File: config.mk
export PLATFORM = sky130hd
export DESIGN_NAME = rf_wr_arbiter
export DESIGN_NICKNAME = d
export VERILOG_FILES = /design/src/rtl/rf_wr_arbiter.sv
export SDC_FILE = /design/constraint.sdc
export NUM_CORES = 1
export LEC_CHECK = 0
export CORE_UTILIZATION = 39
export DETAILED_ROUTE_END_ITERATION = 8
export GPL_TIMING_DRIVEN = 0
export PLACE_DENSITY_LB_ADDON = 0.25
export REMOVE_ABC_BUFFERS = 1
export SYNTH_ARGS = -nofsm -noshare
export SYNTH_HDL_FRONTEND = slang
export SYNTH_SLANG_ARGS = --single-unit
File: constraint.sdc
create_clock -name clk -period 2 [get_ports clk]
set_input_delay 0.4 -clock clk [delete_from_list [all_inputs] [get_ports clk]]
set_output_delay 0.4 -clock clk [all_outputs]
set_load 0.03 [all_outputs]
File: src/rtl/rf_wr_arbiter.sv
// Round-robin arbiter for the single register-file write port, one-cycle registered write.
// Define RF_ARB_LOCK_EN to add req_lock and the ARB/LOCKED ownership FSM.
module rf_wr_arbiter #(
    parameter int NREQ   = 2,
    parameter int DWIDTH = 16
) (
    input  logic                   clk,
    input  logic                   rst,
    input  logic [NREQ-1:0]        req_valid,
    input  logic [3*NREQ-1:0]      req_reg,
    input  logic [DWIDTH*NREQ-1:0] req_data,
`ifdef RF_ARB_LOCK_EN
    input  logic [NREQ-1:0]        req_lock,
`endif
    output logic [NREQ-1:0]        req_ready,
    input  logic                   rf_stall,
    output logic [7:0]             wr_en,
    output logic [DWIDTH-1:0]      wr_data,
    output logic [2:0]             wr_reg,
    output logic                   err,
    output logic                   dbg_locked,
    output logic [1:0]             dbg_ptr
);
    typedef enum logic {ARB = 1'b0, LOCKED = 1'b1} state_e;

    state_e            state_q, state_d;
    logic [1:0]        owner_q, owner_d;
    logic [1:0]        ptr_q, ptr_d;
    logic [NREQ-1:0]   pend_q, pend_d;
    logic              err_q;
    logic [7:0]        wr_en_q;
    logic [DWIDTH-1:0] wr_data_q;
    logic [2:0]        wr_reg_q;

    // Request vectors padded to 4 bits so a 2-bit index is always in range.
    logic [3:0]        valid_ext, lock_ext, elig_ext, grant_ext, drop_ext;
    logic [1:0]        cand, win, win_next;
    logic              found, xfer, viol;
    logic [2:0]        sel_reg;
    logic [DWIDTH-1:0] sel_data;

    always_comb begin
        valid_ext = '0;
        valid_ext[NREQ-1:0] = req_valid;
        lock_ext = '0;
`ifdef RF_ARB_LOCK_EN
        lock_ext[NREQ-1:0] = req_lock;
`endif
        drop_ext = '0;
        drop_ext[NREQ-1:0] = pend_q & ~req_valid;
        elig_ext = (state_q == LOCKED) ? (valid_ext & (4'b0001 << owner_q)) : valid_ext;
    end

    always_comb begin
        found = 1'b0;
        win   = '0;
        cand  = '0;
        for (int k = 0; k < NREQ; k++) begin
            cand = 2'((int'(ptr_q) + k) % NREQ);
            if (!found && elig_ext[cand]) begin
                found = 1'b1;
                win   = cand;
            end
        end
        xfer      = found & ~rst & ~rf_stall;
        grant_ext = '0;
        if (xfer) begin
            grant_ext[win] = 1'b1;
        end
        win_next = (win == 2'(NREQ - 1)) ? 2'd0 : win + 2'd1;
    end

    assign req_ready = grant_ext[NREQ-1:0];

    always_comb begin
        sel_reg  = '0;
        sel_data = '0;
        for (int k = 0; k < NREQ; k++) begin
            if (win == 2'(k)) begin
                sel_reg  = req_reg[3*k +: 3];
                sel_data = req_data[DWIDTH*k +: DWIDTH];
            end
        end
    end

    // A requester still waiting after this edge must keep its valid high next cycle.
    always_comb begin
        state_d = state_q;
        owner_d = owner_q;
        ptr_d   = ptr_q;
        pend_d  = req_valid & ~req_ready;
        viol    = 1'b0;
        case (state_q)
            ARB: begin
                viol = |drop_ext;
                if (xfer) begin
                    ptr_d = win_next;
                    if (lock_ext[win]) begin
                        state_d = LOCKED;
                        owner_d = win;
                    end
                end
            end
            LOCKED: begin
                viol = drop_ext[owner_q];
                if (xfer) begin
                    if (!lock_ext[win]) begin
                        state_d = ARB;
                        ptr_d   = win_next;
                    end
                end else if (drop_ext[owner_q]) begin
                    state_d = ARB;
                end
            end
            default: state_d = ARB;
        endcase
    end

    always_ff @(posedge clk) begin
        if (rst) begin
            state_q   <= ARB;
            owner_q   <= '0;
            ptr_q     <= '0;
            pend_q    <= '0;
            err_q     <= 1'b0;
            wr_en_q   <= 8'h00;
            wr_data_q <= '0;
            wr_reg_q  <= '0;
        end else begin
            state_q <= state_d;
            owner_q <= owner_d;
            ptr_q   <= ptr_d;
            pend_q  <= pend_d;
            err_q   <= err_q | viol;
            wr_en_q <= xfer ? (8'h01 << sel_reg) : 8'h00;
            if (xfer) begin
                wr_reg_q  <= sel_reg;
                wr_data_q <= sel_data;
            end
        end
    end

    assign wr_en      = wr_en_q;
    assign wr_data    = wr_data_q;
    assign wr_reg     = wr_reg_q;
    assign err        = err_q;
    assign dbg_locked = (state_q == LOCKED);
    assign dbg_ptr    = ptr_q;

endmodule

==> Word-level counts from Yosys, hierarchy flattened <==
Cells that the tools add are included.
{ "totals": {"reg_bits": 35, "latchBits": 0, "mem_bits_rw": 0, "mem_bits_ro": 0, "output_inout_bits": 33, "word_cells": 73, "n_memories": 0} }
{ "classes": {"n_addsub": 2, "n_mul": 0, "n_div": 0, "n_lt_le_gt_ge": 5, "eq_ne": 4, "shift": 2, "muxes": 31, "bitwise_logic": 13, "reduce_logical": 8} }
{ "op_table": {"columns": ["cell", "n"], "rows": [
  ["$mux W16", 2],
  ["$mux W1", 13],
  ["$mux W2", 6],
  ["$lt A2 B3 Y1 const B", 3],
  ["$shl A1 B3 Y8 const A", 1],
  ["$bmux W1 S2", 3],
  ["$mux W3", 2],
  ["$reduce_and A3 Y1", 2],
  ["$and A2 B2 Y2", 2],
  ["$and A2 B4 Y4", 1],
  ["$mux W4", 1],
  ["$ne A2 B2 Y1 const B", 2],
  ["$not A1 Y1", 4],
  ["$not A2 Y2", 2],
  ["$pmux W1 S2", 2],
  ["$pmux W2 S2", 1],
  ["$reduce_or A2 Y1", 2],
  ["$shl A1 B2 Y4 const A", 1],
  ["$lt A1 B3 Y1 const B", 1],
  ["$add A2 B1 Y2 const B", 1],
  ["$and A1 B1 Y1", 2],
  ["$demux W1 S2", 1],
  ["$eq A2 B1 Y1 const B", 1],
  ["$ge A2 B1 Y1 const B", 1],
  ["other kinds (7)", 8]
]} }

==> Depth between registers and ports, before layout <==
{ "depth": {"ltp_word": 16, "depth_mapped": 5, "depth_no_buf": 4} }

==> Worst setup path before layout <==
OpenSTA, ideal clock, no wires.
{ "synth_timing": {"kind": "flip-flop to output port", "start": "register ptr_q[0] (netlist: dbg_ptr[0])", "end": "output req_ready[1]", "arrival_time_ns": 1.772, "t_required_ns": 1.600, "slack_ns": -0.172, "path_stages_with_launch": 3, "path_cell_list": "dfxtp_1 and2b_1 nor4_1"} }
{ "synth_between": {"elab_chain_cells": 11} }
{ "synth_lines": {"columns": ["element", "line_no", "text"], "rows": [
  ["from (decl)", "28", "logic [1:0] ptr_q, ptr_d;"],
  ["from (signal assigned)", "132", "ptr_q <= ptr_d;"],
  ["$add A1 B1 Y1 or $mux W1 (tied branches)", "59, 60", null],
  ["$and A1 B1 Y1 (no line) or $mux W1 (tied branches)", null, null],
  ["$bmux W1 S2 or $mux W1 (tied branches)", "60", "if (!found && elig_ext[cand]) begin"],
  ["$mux W1 (implied by the code) or $logic_not A1 Y1 (tied branches)", "60", null],
  ["$logic_and A1 B1 Y1", "60", null],
  ["$mux W2", "60", null],
  ["$lt A2 B3 Y1 (implied by the code) or $ge A2 B1 Y1 (tied branches)", "68", "grant_ext[win] = 1'b1;"],
  ["$logic_and A1 B1 Y1 (implied by the code)", "68", null],
  ["$mux W1 (implied by the code)", "68", null],
  ["$demux W1 S2", "68", null],
  ["$mux W2 *", "67", "if (xfer) begin"],
  ["to (decl)", "15", "output logic [NREQ-1:0] req_ready,"]
]} }
Mark *: on every way between the ends. The rest lies on a longest branch, timed or not. The select of a mux whose other input is x is not followed.

==> Final worst setup path <==
{ "layout_timing": {"start": "input req_valid[0]", "end": "output req_ready[0]"} }
{ "layout_between": {"elab_chain_cells": 13} }
{ "layout_lines": {"columns": ["element", "line_no", "text"], "rows": [
  ["from (decl)", "9", "input logic [NREQ-1:0] req_valid,"],
  ["$and A2 B4 Y4", "51", "elig_ext = (state_q == LOCKED) ? (valid_ext & (4'b0001 << owner_q)) : valid_ext;"],
  ["$mux W4 *", "51", null],
  ["$mux W1 (implied by the code) (2 in series)", "60", null],
  ["$mux W1", "60", null],
  ["$logic_not A1 Y1", "60", null],
  ["$logic_and A1 B1 Y1", "60", null],
  ["$mux W2", "60", null],
  ["$lt A2 B3 Y1 (implied by the code) or $ge A2 B1 Y1 (tied branches)", "68", null],
  ["$logic_and A1 B1 Y1 (implied by the code)", "68", null],
  ["$mux W1 (implied by the code)", "68", null],
  ["$demux W1 S2", "68", null],
  ["$mux W2 *", "67", null]
]} }
Marked as above.

==> results.sh <==
export IMPL_place_gp_congestion=0.789
export IMPL_status="complete, no violations"
export IMPL_grt_use_total_pct=21.1
export IMPL_final_cell_mix="71 x clkdlybuf4s50_1, 32 x dfxtp_1, 17 x a21oi_1, 17 x nand2_1, 16 x a22oi_1"
export IMPL_cp_arrival_ns=1.54
export IMPL_cts_sink_count=32
export IMPL_die_x_um=58.6
export IMPL_core_area_mm2=0.00305
export IMPL_avgViaCountPerCell=4.95
export IMPL_met3_usage_pct=9.23
export IMPL_fin_skew_ns=0.00782
export IMPL_ant_nets=0
export IMPL_path_clk_slew_ns=0.09
export IMPL_drv_slew=0
export IMPL_report_power_total_uw=1380
export IMPL_dp_hpwl_um=2480
export IMPL_startpoint="req_valid[0]"
export IMPL_met2_usage_pct=38.9
export IMPL_io_pins=76
export IMPL_fin_tns_setup_ns=0
export IMPL_hold_path_class="flip-flop to flip-flop"
export IMPL_area_delta_synth_final_pct=67.4
export IMPL_critPathMaxStageDelay_ns=0.56
export IMPL_period_minus_slack_ns=1.94
export IMPL_placed_cells=243
export IMPL_path_cells="clkdlybuf4s50_1 > nand2b_1 > a211oi_4 > buf_6"
export IMPL_yosysTopAreaCell="dfxtp_1"
export IMPL_startpoint_type="primary input"
export IMPL_max_freq_mhz=515
export IMPL_ys_warn_count=0
export IMPL_clk_path_buf_depth=2
export IMPL_synth_cell_area_mm2=0.00125
export IMPL_antenna_found_initial=0
export IMPL_r2r_start="dbg_ptr[0]"
export IMPL_num_nets_final=251
export IMPL_ff2ff_setup_slack_ns=0.40
export IMPL_cts_inserted_buffers=5
export IMPL_grt_max_degree=23
export IMPL_io_buffers=74
export IMPL_clockRootBuffer="clkbuf_4"
export IMPL_drtIter0Drc=25
export IMPL_rsz0062_at_grt="no"
export IMPL_rr_endpoint="wr_data[5]"
export IMPL_fill_cells=250
export IMPL_busiest_layer="met2"
export IMPL_grt_overflow=0
export IMPL_timing_critical_path_depth=4
export IMPL_grt_util_met1_pct=21.5
export IMPL_fin_area_mm2=0.00209
export IMPL_initial_utilization_pct=41.0
export IMPL_period_share_pct=97.1
export IMPL_grt_pass1_wl_um=5290
export IMPL_fin_cells=253
export IMPL_rows=20
export IMPL_cts_tree="yes"
export IMPL_hold_violations=0
export IMPL_grt_pass1_vias=1232
export IMPL_htreeDepth=2
export IMPL_wirelength_um=3330
export IMPL_ctsHoldBuffers=0
export IMPL_drive_gt1_share_pct=9.09
export IMPL_path_max_fanout=6
export IMPL_clock_latency_ns=0.32
export IMPL_critical_path_top_delay_family="buffers and inverters"
export IMPL_drt_pass1_iterations=4
export IMPL_timing_hold_ws_ns=0.486
export IMPL_syn_inst=131
export IMPL_critPathRequiredTime_ns=1.60
export IMPL_cp_endpoint="req_ready[0]"
export IMPL_ys_seq_area_share_pct=51.2
export IMPL_peakVddDrop_mv=0.407
export IMPL_die_y_um=58.6
export IMPL_syn_area_per_cell_um2=9.55
export IMPL_dieArea_mm2=0.00344
export IMPL_layout_commonest_cell="clkdlybuf4s50_1"
export IMPL_crit_path_end_kind="output pin"
export IMPL_drc=0
export IMPL_ys_top_cells_by_area="dfxtp_1 51%, a22oi_1 9.6%, a21oi_1 6.8%, nand2_1 5.1%, and3_1 2.0%"
export IMPL_ys_types=31
export IMPL_power_leakage_uw=0.000775
export IMPL_worstMarginPinSlew_ns=0.633
export IMPL_antenna_cells=0
export IMPL_slew_limit_headroom_pct=57.7
export IMPL_largest_register_ffs=16
export IMPL_finalSetupViolCount=0
export IMPL_cap_violations=0
export IMPL_reg2regPathDepth=4
export IMPL_cpMaxStageDelayCell="clkdlybuf4s50_1"
export IMPL_worstSetupPathType="primary input to output pin"
export IMPL_vias=1253
export IMPL_power_density_mw_per_mm2=660
export IMPL_yosys_area_top_type_share_pct=51.2
export IMPL_post_drt_wl_per_cell_um=13.2
export IMPL_path_buf_inv=2
export IMPL_place_area_mm2=0.00201
export IMPL_ys_ff_latch=32
==> synthesized netlist by cell type <==
library cell,n
a211oi_4,1
and2b_1,1
a311oi_1,1
nand3_1,3
buf_2,2
o211ai_1,1
nor3_1,4
nand2b_1,3
nand2_1,17
buf_6,1
o21ai_0,3
a21oi_1,17
a22oi_1,16
inv_1,2
dfxtp_1,32
nor2_1,4
and3_1,4
buf_4,2
nand3b_1,1
mux2i_1,2
mux2_2,2
conb_1,1
nor2b_1,2
a211oi_1,1
nor3_4,1
nor2b_4,1
a31o_2,1
o311a_1,1
nor4b_1,1
nor4_1,1
clkbuf_1,2
==> what timing repair did <==
action	in CTS	in global routing
buffers inserted	2	0
pin swaps	1	0
endpoints found under the setup margin	30	2
cloned	0	0
gates resized for setup	12	7
==> stage by stage <==
stage	setup slack, ns	util (%)
6_report	0.0585	68.6
5_1_grt	0.00105	68.6
4_1_cts	-0.0767	68.3
3_5_place_dp	-1.47	66.0
3_3_place_gp	-1.49	65.6
2_1_floorplan	-0.172	-
==> layer usage <==
layer / vias to the layer above / routed length, um
met5: - / 0
met1: 573 / 1330
met3: 4 / 276
met4: 0 / 29
met2: 53 / 1690
li1: 623 / -
==> layout make-up <==
type	instances	area (um2)	area share (%)
Sequential cell	32	641	30.6
Timing Repair Buffer	77	767	36.6
Multi-Input combinational cell	90	566	27.0
Inverter	2	7.51	0.358
Clock buffer	8	58.8	2.81
Tap cell	44	55.1	2.63
==> worst reg2reg max path, stage by stage, from the launching register on <==
cell,delay [ns]
dfxtp_1,0.46
and2b_1,0.28
nor3_4,0.51
nand2_1,0.14
a21oi_1,0.14
==> where the power goes <==
part           switching [uW]  leakage (uW)  internal [uW]
combinational             158      0.000481            167
sequential               17.6      0.000261            669
clock                     197     0.0000326            173
total                     373      0.000775           1010
==> how the worst min path moves through the flow <==
stage               from        end  slack, ns  cells after the start
2_1_floorplan  pend_q[1]        err       0.44                      2
3_3_place_gp   pend_q[1]        err       0.45                      2
3_5_place_dp   pend_q[1]        err       0.46                      2
4_1_cts        pend_q[1]        err       0.49                      2
5_1_grt        wr_reg[1]  wr_reg[1]       0.52                      2
6_report       pend_q[1]        err       0.49                      2
==> cell families (layout without fill, tap and decap cells) <==
logic type	count (synthesis)	in the layout	share of synthesized area, %
simple gates	43	43	18.4
compound gates	42	42	22.6
flops	32	32	51.2
buf+inv	9	87	4.10
mux	4	4	3.40
other cells	1	1	0.300
(Power assumes the default switching activity.)
